`src/rtl/uart_tx_frame.sv`:
```
// rtl/uart_tx_frame.sv - parametrised UART frame transmitter with programmable bit period
//
// Frame: start bit, DATA_WIDTH data bits LSB first, optional parity, one or two stop bits.
// Optional feature macro: UART_TX_PARITY_EN (parity generator and PARITY state).
//
// Ports:
//   clk         single clock
//   rst         synchronous active-low reset
//   p_data      word to send
//   data_valid  request to send p_data (ignored while busy)
//   par_en      1 = insert parity bit (only with UART_TX_PARITY_EN)
//   par_typ     0 = even, 1 = odd parity (only with UART_TX_PARITY_EN)
//   stop2       1 = two stop bits
//   prescale    bit period minus one, in clocks
//   tx_out      registered serial line, idle high
//   busy        frame in progress
//   done        one-cycle pulse in the first idle cycle after a frame

module uart_tx_frame #(
    parameter int DATA_WIDTH = 8,
    parameter int PRESCALE_W = 16
) (
    input  logic                  clk,
    input  logic                  rst,
    input  logic [DATA_WIDTH-1:0] p_data,
    input  logic                  data_valid,
    input  logic                  par_en,
    input  logic                  par_typ,
    input  logic                  stop2,
    input  logic [PRESCALE_W-1:0] prescale,
    output logic                  tx_out,
    output logic                  busy,
    output logic                  done
);

    localparam int IDX_W = $clog2(DATA_WIDTH);
    localparam logic [IDX_W-1:0] IDX_LAST = IDX_W'(DATA_WIDTH - 1);

`ifdef UART_TX_PARITY_EN
    typedef enum logic [2:0] {IDLE, START, DATA, PARITY, STOP1, STOP2} state_t;
`else
    typedef enum logic [2:0] {IDLE, START, DATA, STOP1, STOP2} state_t;
`endif

    state_t                  state_q, state_d;
    logic [PRESCALE_W-1:0]   cnt_q, cnt_d, cnt_dec, prescale_q;
    logic [IDX_W-1:0]        idx_q, idx_d;
    logic [DATA_WIDTH-1:0]   shreg_q, shreg_d;
    logic                    stop2_q;
    logic                    tx_d;
    logic                    done_d;
    logic                    bit_end;
    logic                    accept;

`ifdef UART_TX_PARITY_EN
    logic                    par_en_q;
    logic                    par_bit_q;
`else
    logic                    unused_par;
    assign unused_par = par_en ^ par_typ;
`endif

    assign bit_end = (cnt_q == '0);
    assign cnt_dec = cnt_q - PRESCALE_W'(1);
    assign accept  = (state_q == IDLE) && data_valid;
    assign busy    = (state_q != IDLE);

    always_comb begin
        state_d = state_q;
        cnt_d   = cnt_q;
        idx_d   = idx_q;
        shreg_d = shreg_q;
        done_d  = 1'b0;

        // Every non-idle state shares the same bit timer: reload at the end of a bit.
        if (state_q != IDLE) begin
            cnt_d = bit_end ? prescale_q : cnt_dec;
        end

        case (state_q)
            IDLE: begin
                if (data_valid) begin
                    state_d = START;
                    cnt_d   = prescale;
                    idx_d   = '0;
                    shreg_d = p_data;
                end
            end
            START: begin
                if (bit_end) state_d = DATA;
            end
            DATA: begin
                if (bit_end) begin
                    if (idx_q == IDX_LAST) begin
`ifdef UART_TX_PARITY_EN
                        state_d = par_en_q ? PARITY : STOP1;
`else
                        state_d = STOP1;
`endif
                    end else begin
                        idx_d   = idx_q + IDX_W'(1);
                        shreg_d = shreg_q >> 1;
                    end
                end
            end
`ifdef UART_TX_PARITY_EN
            PARITY: begin
                if (bit_end) state_d = STOP1;
            end
`endif
            STOP1: begin
                if (bit_end) begin
                    state_d = stop2_q ? STOP2 : IDLE;
                    done_d  = ~stop2_q;
                end
            end
            STOP2: begin
                if (bit_end) begin
                    state_d = IDLE;
                    done_d  = 1'b1;
                end
            end
            default: begin
                state_d = IDLE;
            end
        endcase

        // tx_out is registered, so its level follows the state being entered.
        case (state_d)
            START:   tx_d = 1'b0;
            DATA:    tx_d = shreg_d[0];
`ifdef UART_TX_PARITY_EN
            PARITY:  tx_d = par_bit_q;
`endif
            default: tx_d = 1'b1;
        endcase
    end

    always_ff @(posedge clk) begin
        if (!rst) begin
            state_q    <= IDLE;
            cnt_q      <= '0;
            idx_q      <= '0;
            shreg_q    <= '0;
            prescale_q <= '0;
            stop2_q    <= 1'b0;
            tx_out     <= 1'b1;
            done       <= 1'b0;
`ifdef UART_TX_PARITY_EN
            par_en_q   <= 1'b0;
            par_bit_q  <= 1'b0;
`endif
        end else begin
            state_q <= state_d;
            cnt_q   <= cnt_d;
            idx_q   <= idx_d;
            shreg_q <= shreg_d;
            tx_out  <= tx_d;
            done    <= done_d;
            if (accept) begin
                prescale_q <= prescale;
                stop2_q    <= stop2;
`ifdef UART_TX_PARITY_EN
                par_en_q   <= par_en;
                // Parity is fixed at accept time; the shift register is consumed later.
                par_bit_q  <= (^p_data) ^ par_typ;
`endif
            end
        end
    end

endmodule

```
`config.mk`:
```
export PLATFORM = sky130hd
export DESIGN_NAME = uart_tx_frame
export DESIGN_NICKNAME = d
export VERILOG_FILES = /design/src/rtl/uart_tx_frame.sv
export SDC_FILE = /design/constraint.sdc
export NUM_CORES = 1
export LEC_CHECK = 0
export CAP_MARGIN = 20
export CORE_ASPECT_RATIO = 1.2
export CORE_MARGIN = 1.5
export CORE_UTILIZATION = 30
export DETAILED_ROUTE_END_ITERATION = 16
export GPL_ROUTABILITY_DRIVEN = 0
export SLEW_MARGIN = 20
export SYNTH_ARGS = -nofsm -noshare
export SYNTH_HDL_FRONTEND = slang
export SYNTH_SLANG_ARGS = --single-unit
export TNS_END_PERCENT = 10
```
`constraint.sdc`:
```
create_clock -name clk -period 3.35 [get_ports clk]
set_input_delay 1.005 -clock clk [delete_from_list [all_inputs] [get_ports clk]]
set_output_delay 1.005 -clock clk [all_outputs]
set_load 0.01 [all_outputs]
```
==> flow_metrics.py <==
metrics = {
    "setup_path": {
        "rr_worst_depth": 5,
        "cp_data_required_time_ns": 2.34,
        "r2r_slack_ns": 1.05,
        "path_max_fanout": 14,
        "arrival_ns": 1.68,
        "startpoint_type": "register",
        "worst_r2r_startpoint": "cnt_q[10]",
        "criticalPathCategory": "reg -> out",
        "crit_path_end_kind": "primary output",
        "reg2reg_to": "tx_out",
    },
    "timing": {
        "worstMarginPinSlew_ns": 0.6409,
        "grt_setup_unrepaired": "false",
        "period_share_pct": 80.24,
        "drv_slew": 0,
        "setup-tns-final_ns": 0,
        "finalClockSkew_ns": 0.008149,
        "maxSlewHeadroom_pct": 56.92,
        "setup_viol": 0,
        "fin_ws_ns": 0.6621,
        "hold_violations": 0,
        "fmax_mhz": 372.0,
        "period_minus_slack_ns": 2.688,
    },
    "cells_and_area": {
        "layout_common_cells": "58 x nand2_1, 49 x dfxtp_1, 30 x clkdlybuf4s50_1",
        "fillers": 906,
        "drive_gt1_share_pct": 11.05,
        "antennaDiodeCount": 0,
        "syn2layout_area_growth_pct": 20.66,
        "nets": 377,
        "final_util_pct": 37.00,
        "layout_commonest_cell": "nand2_1",
    },
    "logic_synthesis": {
        "synth_cell_types": 52,
        "async_flop_share_pct": 0,
        "yosysSeqAreaShare_pct": 37.76,
        "netlist_area_sq_um": 2597,
        "synth_edf_count": 0,
        "syn_inst": 318,
        "avgSynthCellArea_sq_um": 8.168,
        "ys_seq_elements": 49,
        "ys.flop_type": "dfxtp_1",
        "ys.warnings.count": 0,
        "syn_nets": 351,
    },
    "global_routing": {
        "overflow": 0,
        "grt_pass1_vias": 2237,
        "grt_pass1_wl_um": 11160,
        "antenna_found_initial": 0,
        "track_usage_pct": 15.41,
        "grt_max_degree": 24,
    },
    "detailed_routing": {
        "drt_wl_total_um": 6766,
        "drt_iter0_markers": 119,
        "vias_per_cell": 5.195,
        "drc_errors": 0,
        "drtPass1Iterations": 5,
        "final_antenna_net_count": 0,
        "vias": 2395,
        "post_drt_wl_per_cell_um": 14.68,
    },
    "placement": {
        "io_buffers": 30,
        "place_ws_ns": 0.5769,
        "place.detailed.hpwl_um": 4654,
    },
    "flow_run": {
        "maxCapViolCount": 0,
    },
    "clock_tree": {
        "cts_sinks": 49,
        "htree_num_levels": 2,
        "hold_buffers": 0,
        "cts_setup_buffers": 0,
        "cts_tree": "yes",
        "clock_path_buffers": 2,
        "cts_inserted_buffers": 5,
        "cts-resized-gates": 0,
        "clk_latency_ns": 0.30,
        "clk_pin_slew_ns": 0.09,
        "cts_root_buf": "clkbuf_8",
    },
    "hold_path": {
        "min_path_cells": 2,
        "min_from": "prescale_q[12]",
        "min_to": "prescale_q[12]",
        "hold_path.class": "reg -> reg",
    },
    "pwr": {
        "p_leak_nw": 1.123,
        "power.density_nw_per_um2": 456.2,
        "irDropWorstVdd_mv": 0.2105,
    },
    "floorplan": {
        "die-area_sq_um": 9228,
        "num_rows": 37,
        "initial_core_util_pct": 30.66,
        "coreArea_sq_um": 8472,
        "io_pins": 33,
        "die_y_um": 104.9,
        "die_w_um": 87.94,
    },
    "outcome": {
        "status": "finished, final reports clean",
    },
}
[flip-flops by register name (all words and copies together), names as in the netlist]
register,flops
done,1
idx_q,3
prescale_q,16
shreg_q,8
stop2_q,1
tx_out,1
cnt_q,16
state_q,3
[power breakdown]
group          total [mW]  internal (mW)  leakage, nW  switching, mW
clock network       0.367          0.164       0.0433          0.203
registers           0.679          0.629        0.403         0.0503
logic               0.384          0.172        0.677          0.212
[Yosys cell counts (all sizes together), types with 2 or more instances]
cell type  instances  share of area [%]
o31ai              3               0.87
nor2b              3               0.72
nor3              18                3.9
inv                7                1.0
nand2             58                8.4
a211oi             6                1.7
or2                3               0.72
mux2i             14                5.4
nand4              3               0.72
o21ai             12                2.3
dfxtp             49                 38
nand3              7                1.3
o311a              4                1.5
o22ai              7                1.7
or3                3               0.72
buf                4               0.92
or4                2               0.72
a2111oi            3                1.5
nand2b             2               0.48
xnor2              3                1.0
ha                 3                1.4
nor4               4                1.7
o211ai             5                1.4
mux2               6                2.6
a22oi              6                1.7
xor2               2               0.67
o21a               4                1.2
clkbuf            19                2.7
nor2              18                3.2
a311oi             3                1.0
a21oi             24                4.6
[logic make-up (layout without fill, tap and decap cells)]
family / Yosys count / in the layout / synth area share (%)
buf+inv: 31 / 57 / 4.817
simple gates: 124 / 124 / 23.46
xor+xnor: 5 / 5 / 1.686
fa+ha+maj: 3 / 3 / 1.445
compound gates: 86 / 86 / 22.83
mux: 20 / 20 / 7.996
flops: 49 / 49 / 37.76
[per-layer routing]
layer | part of all wire, % | vias to the layer above | track usage (%)
met2 | 49 | 43 | 25.14
met3 | 3.1 | 4 | 3.160
met5 | 0 | - | 0
met4 | 0.77 | 0 | 4.195
met1 | 47 | 1148 | 20.32
li1 | - | 1200 | -
[worst max-delay path, cell delays in order, from the launching register on]
cell             delay, ns
dfxtp_1               0.64
nor3_2                0.11
inv_1                 0.10
clkdlybuf4s50_1       0.53
[metrics by stage]
step	power, mW	std cells	cell area (sq um)	hold WS, ns
global placement	1.069	454	3044	0.4447
floorplan	0.9586	318	2597	0.4332
global route	1.514	461	3134	0.4820
CTS	1.441	461	3134	0.4603
finish	1.430	461	3134	0.4587
detailed placement	1.075	454	3044	0.4470
[layout make-up]
class                      count  area [sq um]  area share, %
tap                          117         146.4          4.671
timing repair buffer          42         390.4          12.46
clock buffer                   6         82.58          2.635
inverter                       8         30.03         0.9581
multi-input combinational    238          1496          47.74
clock inverter                 1         7.507         0.2395
sequential                    49         980.9          31.30
[worst max path at each step]
stage	start	end	slack (ns)
2_1_floorplan	state_q[2]	busy	1.13
3_3_place_gp	data_valid	tx_out	0.62
3_5_place_dp	data_valid	tx_out	0.58
4_1_cts	state_q[0]	busy	0.66
5_1_grt	state_q[0]	busy	0.57
6_report	state_q[0]	busy	0.66
Power figures use the tool's default switching activity.
